==> config.mk <==
export PLATFORM = sky130hd
export DESIGN_NAME = phase_unwrap_flat
export DESIGN_NICKNAME = d
export VERILOG_FILES = /design/src/rtl/phase_unwrap_if.sv /design/src/rtl/phase_unwrap.sv /design/src/flat_wrapper.sv
export SDC_FILE = /design/constraint.sdc
export NUM_CORES = 1
export LEC_CHECK = 0
export ABC_AREA = 1
export BUFFER_PORTS_ARGS = -buffer_cell sky130_fd_sc_hd__buf_2
export CAP_MARGIN = 20
export CORE_MARGIN = 2
export CORE_UTILIZATION = 35
export CTS_CLUSTER_SIZE = 25
export DETAILED_ROUTE_END_ITERATION = 8
export PLACE_DENSITY = 0.55
export SKIP_CTS_REPAIR_TIMING = 1
export SYNTH_ARGS = -nofsm -noshare
export SYNTH_HDL_FRONTEND = slang
export SYNTH_SLANG_ARGS = --single-unit
==> constraint.sdc <==
create_clock -name clk -period 4.2 [get_ports clk]
set_clock_uncertainty 0.05 [all_clocks]
set_input_delay 0.21 -clock clk [delete_from_list [all_inputs] [get_ports clk]]
set_output_delay 0.21 -clock clk [all_outputs]
set_load 0.02 [all_outputs]
==> src/rtl/phase_unwrap_if.sv <==
// Phase stream interface between the atan stage and the unwrapper.
// The unwrapper takes one sample per clock and has no handshake.
interface phase_unwrap_if #(
    parameter int IN_W  = 12,
    parameter int OUT_W = 12
);
    logic signed [IN_W-1:0]  inphase;
    logic signed [OUT_W-1:0] outphase;

    modport master (output inphase, input  outphase);
    modport slave  (input  inphase, output outphase);
endinterface

==> src/rtl/phase_unwrap.sv <==
// Phase unwrapper: removes 2*PI jumps from a wrapped phase stream using a
// running offset, so the downstream FM discriminator sees a continuous phase.
module phase_unwrap #(
    parameter int IN_W  = 12,
    parameter int OUT_W = 12,
    parameter int PI    = 804
) (
    input  logic            clk,
    input  logic            rst_n,
    phase_unwrap_if.slave   bus
);
    localparam logic signed [IN_W:0]  PI_D   = (IN_W+1)'(PI);
    localparam logic        [OUT_W-1:0] TWO_PI = OUT_W'(2 * PI);

    typedef enum logic {ST_FIRST, ST_RUN} state_t;

    state_t                  r_state;
    logic signed [IN_W-1:0]  r_prev;
    logic        [OUT_W-1:0] r_offset;
    logic        [OUT_W-1:0] r_out;

    logic signed [IN_W:0]    w_d;
    logic        [OUT_W-1:0] w_k;
    logic        [OUT_W-1:0] w_in_ext;

    always_comb begin
        w_d      = (IN_W+1)'(bus.inphase) - (IN_W+1)'(r_prev);
        w_in_ext = OUT_W'(bus.inphase);
        w_k      = r_offset;
        // Strict compares: a jump of exactly PI is a legitimate step, not a wrap.
        if (r_state == ST_RUN) begin
            if (w_d > PI_D)
                w_k = r_offset - TWO_PI;
            else if (w_d < -PI_D)
                w_k = r_offset + TWO_PI;
        end
    end

    always_ff @(posedge clk or negedge rst_n) begin
        if (!rst_n) begin
            r_state  <= ST_FIRST;
            r_prev   <= '0;
            r_offset <= '0;
            r_out    <= '0;
        end else begin
            r_state  <= ST_RUN;
            r_prev   <= bus.inphase;
            r_offset <= w_k;
            r_out    <= w_in_ext + w_k;
        end
    end

    assign bus.outphase = r_out;

endmodule

==> src/flat_wrapper.sv <==
// flat-port wrapper written by rule: the top's interface ports become plain ports
module phase_unwrap_flat 
#(
    parameter int IN_W  = 12,
    parameter int OUT_W = 12,
    parameter int PI    = 804
)
  (clk, rst_n, bus_inphase, bus_outphase);
  phase_unwrap_if #(.IN_W(IN_W), .OUT_W(OUT_W)) bus_i ();
  input  logic clk;
  input  logic rst_n;
  input wire logic [$bits(bus_i.inphase)-1:0] bus_inphase;
  output wire logic [$bits(bus_i.outphase)-1:0] bus_outphase;
  assign bus_i.inphase = bus_inphase;
  assign bus_outphase = bus_i.outphase;
  phase_unwrap #(.IN_W(IN_W), .OUT_W(OUT_W), .PI(PI)) u_core (.clk(clk), .rst_n(rst_n), .bus(bus_i));
endmodule
==> results_dict.tcl, run 1 <==
set metrics [dict create \
    reg2reg_depth 31 \
    cp_max_fo 7 \
    crit_path_start_kind "register" \
    num-fill-cells 766 \
    core-area_mm2 0.00714 \
    final_cells 496 \
    synth_seq_cells 31 \
    start_util 0.357 \
    post-route-period-util 0.917 \
    clkTransAtPathRegs_ps 60 \
    max_clock_freq_ghz 0.260 \
    synth_top_area_frac 0.305 \
    grt_pass1_vias 2173 \
    cts_root_buf "clkbuf_8" \
    outcome "complete, no violations" \
    power_mw 1.65 \
    min_delay_path_depth 1 \
    drt_iter0_markers 38 \
    viasPerCell 4.52 \
    p_per_area_mw_per_mm2 558 \
    required_ps 4330 \
    numCtsBuffers 5 \
    dieHeight_um 89.3 \
    p_comb_frac 0.578 \
    final_nets 435 \
    path_buf_inv 3 \
    drc 0 \
    final_layout_size_suffix_gt1_frac 0.217 \
    p_sw_mw 0.745 \
    cts_max_level 2 \
    worst_slack_ps 347 \
    synth_area_mm2 0.00255 \
    area_growth_pct 16.5 \
    diodes 0 \
    rows 31 \
    ant_nets 0 \
    maxCapViolations 0 \
    leakagePower_nw 1.66 \
    finalWeightedCongestion 0.810 \
    cts_tree "yes" \
    vias 2240 \
    fin_hold_ws_ps 12.1 \
    wl_per_cell_um 11.0 \
    utilization 0.416 \
    rrSetupSlack_ps 350 \
    synth.area.top_cells "dfrtp_1, nand2_1, ha_1, inv_1, nand3_1" \
    pwr-share-clk 0.144 \
    fin_area_mm2 0.00297 \
    avgSynthCellArea_um2 7.05 \
    power_frac_seq 0.278 \
    ys_warn_count 0 \
    netlist_instances 361 \
    setup.worst_path.end_class "register" \
    post-place-ws_ps 17.2 \
    critPathSlowestCell "fa_1" \
    hp-class "primary input to register" \
    ir_drop_uv 272 \
    maxSlewViolCount 0 \
    synth-seq-area-share 0.305 \
    slowest_delay_ps 410 \
    crit_family "simple AND/OR/NAND/NOR gates" \
    yosys.cell_types.count 30 \
    relSlewSlack 0.534 \
    io_pins 26 \
    fin_setup_tns_ps 0 \
    internal_power_mw 0.910 \
    reg2reg_to "u_core.bus.outphase[11]$_DFF_PN0_" \
    clock-sinks 31 \
    chipWidth_um 89.3 \
    port_buffers 25 \
    cts_max_path_buffers 2 \
    wirelength_um 5480 \
    antenna_found_initial 0 \
    worstPathArrival_ps 3980 \
    period_minus_slack_ps 3850 \
    setup_violations 0 \
    timing.rr.start "u_core.r_prev[2]$_DFF_PN0_" \
    critPathKind "register to register" \
    grt_max_degree 32 \
    grtUsageTotal 0.149 \
    swShare 0.450 \
    synth_nets 399 \
    die-area_mm2 0.00797 \
    hold_viol_final 0 \
    cp_common_cell "nand2_1" \
    rsz0062_at_grt "yes" \
    clk_latency_ps 280 \
    placed_cell_area_mm2 0.00277 \
    drtPass1Iterations 4 \
    synth_top_cell_by_area "dfrtp_1" \
    min_to "u_core.r_prev[1]$_DFF_PN0_" \
    tightest_slew_ps 699 \
    dp_cells 483 \
    dp_hpwl_um 4450 \
    grt_first_pass_wirelength_um 9230 \
    grt_overflow 0 \
    hp-start "bus_inphase[1]" \
]
## power groups by stage
| stage | Sequential, mW | Clock, mW | Combinational [mW] |
|---|---|---|---|
| after floorplan | 0.509 | 0 | 0.619 |
| after global placement | 0.463 | 0 | 0.881 |
| after detailed placement | 0.463 | 0 | 0.885 |
| after CTS | 0.459 | 0.247 | 0.891 |
| after global routing | 0.472 | 0.260 | 1.08 |
| final | 0.459 | 0.238 | 0.957 |
## metal layers
metal / share of wire / up-vias / GRT usage
li1: - / 1201 / -
met1: 0.47 / 1027 / 0.185
met2: 0.50 / 7 / 0.262
met3: 0.013 / 5 / 0.0249
met4: 0.015 / 0 / 0.0516
met5: 0 / - / 0
## state kept, by name, indices dropped and copies added (netlist names)
signal / cells
u_core.bus.outphase: 9
u_core.r_state: 1
u_core.r_prev: 12
u_core.r_offset: 9
## kinds of logic (layout without fill, tap and decap cells)
kind of cell	count (synthesis)	count (layout)	share of synthesized area
fa+ha+maj	24	24	0.124
xor+xnor	9	9	0.0310
flops	31	31	0.305
compound gates	34	34	0.0845
simple gates	186	186	0.328
other cells	1	1	0.00147
buf+inv	76	112	0.126
## cell usage in the layout (no fill, tap or decap), types with 3 or more instances in the layout
master         count
o21ai_0            3
clkbuf_8           6
dlygate4sd3_1      3
a21oi_2            4
inv_1             65
buf_2             25
nand2_1          103
nand3_1           32
nor3_1             8
a21oi_1           12
nor2_1            13
nand4_1            4
ha_1              19
dfrtp_1           31
buf_4              7
inv_2              5
nand2_2           18
o21ai_1            4
o21ai_2            6
xor2_1             5
nand2_4            3
xnor2_1            3
## area by class of cell
type / instances / area [um^2] / share of cell area
Clock buffer: 6 / 82.6 / 0.0278
Clock inverter: 1 / 5.00 / 0.00169
Inverter: 70 / 263 / 0.0886
Multi-Input combinational cell: 254 / 1510 / 0.509
Sequential cell: 31 / 776 / 0.261
Tap cell: 99 / 124 / 0.0418
Timing Repair Buffer: 35 / 208 / 0.0700
## cell usage after synthesis (all sizes together)
| cell type | instances |
|---|---|
| nand3 | 33 |
| nor2 | 15 |
| nand4 | 4 |
| a211oi | 1 |
| nand2 | 124 |
| or2 | 1 |
| conb | 1 |
| xnor2 | 3 |
| ha | 22 |
| o211ai | 2 |
| inv | 70 |
| o21ai | 13 |
| buf | 6 |
| o22ai | 2 |
| nor3 | 8 |
| fa | 2 |
| dfrtp | 31 |
| a21oi | 16 |
| nand3b | 1 |
| xor2 | 6 |
## how the worst max path moves through the flow
stage	startpoint	endpoint	slack (ps)	cells past startpoint
2_1_floorplan	u_core.r_prev[0]$_DFF_PN0_	u_core.bus.outphase[11]$_DFF_PN0_	370	32
4_1_cts	u_core.r_prev[0]$_DFF_PN0_	u_core.bus.outphase[11]$_DFF_PN0_	20	30
3_5_place_dp	u_core.r_prev[0]$_DFF_PN0_	u_core.bus.outphase[11]$_DFF_PN0_	20	30
5_1_grt	u_core.r_prev[2]$_DFF_PN0_	u_core.bus.outphase[11]$_DFF_PN0_	-30	31
3_3_place_gp	u_core.r_prev[0]$_DFF_PN0_	u_core.bus.outphase[11]$_DFF_PN0_	100	32
6_report	u_core.r_prev[2]$_DFF_PN0_	u_core.bus.outphase[11]$_DFF_PN0_	350	31
Note: power is estimated with default switching activity, not from simulation.
==> run 2: changes to the inputs <==
--- a/config.mk
+++ b/config.mk
@@ -8,11 +8,13 @@
 export ABC_AREA = 1
 export BUFFER_PORTS_ARGS = -buffer_cell sky130_fd_sc_hd__buf_2
 export CAP_MARGIN = 20
+export CELL_PAD_IN_SITES_DETAIL_PLACEMENT = 1
+export CELL_PAD_IN_SITES_GLOBAL_PLACEMENT = 2
 export CORE_MARGIN = 2
-export CORE_UTILIZATION = 35
+export CORE_UTILIZATION = 34
 export CTS_CLUSTER_SIZE = 25
 export DETAILED_ROUTE_END_ITERATION = 8
-export PLACE_DENSITY = 0.55
+export PLACE_DENSITY = 0.84
 export SKIP_CTS_REPAIR_TIMING = 1
 export SYNTH_ARGS = -nofsm -noshare
 export SYNTH_HDL_FRONTEND = slang
==> results_dict.tcl, run 2 (synthesis gave the netlist of run 1 again) <==
set metrics [dict create \
    hp-class "primary input to register" \
    multi_input_area_mm2 0.00163 \
    dp_hpwl_um 5140 \
    worstPathArrival_ps 4090 \
    drc 0 \
    grt_max_degree 32 \
    fin_hold_ws_ps 16.8 \
    cp_max_fo 4 \
    cts_root_buf "clkbuf_8" \
    drt_iter0_markers 78 \
    grtUsageTotal 0.160 \
    setup.worst_path.end_class "register" \
    num-fill-cells 940 \
    fin_setup_tns_ps 0 \
    leakagePower_nw 1.73 \
    final_layout_size_suffix_gt1_frac 0.278 \
    period_minus_slack_ps 3960 \
    setup_violations 0 \
    finalWeightedCongestion 0.806 \
    start_util 0.351 \
    chipWidth_um 90.5 \
    wl_met3_um 183 \
    met2_length_um 3300 \
    ir_drop_uv 302 \
    critPathSlowestCell "dfrtp_1" \
    area_growth_pct 24.2 \
    ant_nets 0 \
    final_nets 443 \
    rows 31 \
    path_buf_inv 5 \
    max_clock_freq_ghz 0.253 \
    grt_overflow 0 \
    drtPass1Iterations 4 \
    outcome "complete, no violations" \
    maxCapViolations 0 \
    cp_common_cell "nand2_1" \
    tightest_slew_ps 730 \
    largest-register "u_core.r_prev" \
    io_pins 26 \
    power_mw 1.77 \
    crit_path_start_kind "register" \
    wirelength_um 6640 \
    post-route-period-util 0.943 \
    wl_met1_um 3120 \
    hold_viol_final 0 \
    vias 2346 \
    numCtsBuffers 5 \
    clock-sinks 31 \
    wl_per_cell_um 13.1 \
    critPathKind "register to register" \
    required_ps 4330 \
    maxSlewViolCount 0 \
    grt_pass1_vias 2325 \
    largest_reg_flops 12 \
    crit_family "simple AND/OR/NAND/NOR gates" \
    antenna_found_initial 0 \
    grt_first_pass_wirelength_um 10800 \
    highest_layer "met4" \
    clk_latency_ps 280 \
    most-common-layout-cells "nand2_1, inv_1, nand3_1" \
    port_buffers 25 \
    register_area_um2 776 \
    layout_commonest_cell "nand2_1" \
    viasPerCell 4.65 \
    cts_max_path_buffers 2 \
    relSlewSlack 0.513 \
    dieHeight_um 90.5 \
    slowest_delay_ps 410 \
    cts_max_level 2 \
    p_per_area_mw_per_mm2 561 \
    clkTransAtPathRegs_ps 70 \
    cts_tree "yes" \
    die-area_mm2 0.00820 \
    core-area_mm2 0.00725 \
    diodes 0 \
]
==> run 2: changes by cell type in the layout (fill, tap and decap cells not counted), moves of 3 or more <==
cell     previous run  this run
ha_4                2         5
a21oi_1            12         7
nand2_4             3         7
nand2_1           103        99
ha_1               19        14
buf_4               7        15
a21oi_2             4         9
==> run 2: routing by layer <==
metal  up-vias  global-route usage
met4         0              0.0269
met1      1096               0.214
li1       1210                   -
met5         -                   0
met2        35               0.271
met3         5              0.0317
==> run 2: path summary, 6_finish.rpt <==
check / from / endpoint / slack, ps / cells past startpoint
max: u_core.r_prev[0]$_DFF_PN0_ / u_core.bus.outphase[11]$_DFF_PN0_ / 240 / 33
min: bus_inphase[1] / u_core.r_prev[1]$_DFF_PN0_ / 20 / 1
max reg2reg: u_core.r_prev[0]$_DFF_PN0_ / u_core.bus.outphase[11]$_DFF_PN0_ / 240 / 33
min reg2reg: u_core.r_offset[9]$_DFF_PN0_ / u_core.r_offset[9]$_DFF_PN0_ / 540 / 2
max in group asynchronous: rst_n / u_core.r_prev[5]$_DFF_PN0_ / 3150 / 2
min in group asynchronous: rst_n / u_core.r_prev[8]$_DFF_PN0_ / 460 / 2
==> run 2: stage by stage <==
step                      cells  instance area, um^2   util  setup slack, ps
after floorplan             361                 2550      -              375
after global placement      486                 2790  0.385            -73.6
after detailed placement    486                 2790  0.385             -152
after CTS                   494                 2890  0.398             -184
after global routing        505                 3160  0.436            -65.0
final                       505                 3160  0.436              240
==> run 2: power by group <==
group / total, mW / switching [mW] / internal [mW]
registers: 0.464 / 0.0645 / 0.399
clock network: 0.265 / 0.115 / 0.150
logic: 1.05 / 0.621 / 0.426
==> run 2: cell type report <==
class | instances | share of cell area
Multi-Input combinational cell | 254 | 0.516
Sequential cell | 31 | 0.245
Timing Repair Buffer | 43 | 0.0850
Inverter | 70 | 0.0831
Tap cell | 99 | 0.0392
Clock buffer | 8 | 0.0316
==> run 2: worst reg2reg max path: cells and delay by family (launching register included) <==
| family | cells | cell delay (ps) |
|---|---|---|
| XOR/XNOR | 1 | 210 |
| AND/OR/NAND/NOR | 20 | 1400 |
| flip-flops | 1 | 410 |
| adder cells (fa/ha/maj) | 4 | 1120 |
| AO/OA/AOI/OAI | 3 | 330 |
| buffers and inverters | 5 | 360 |
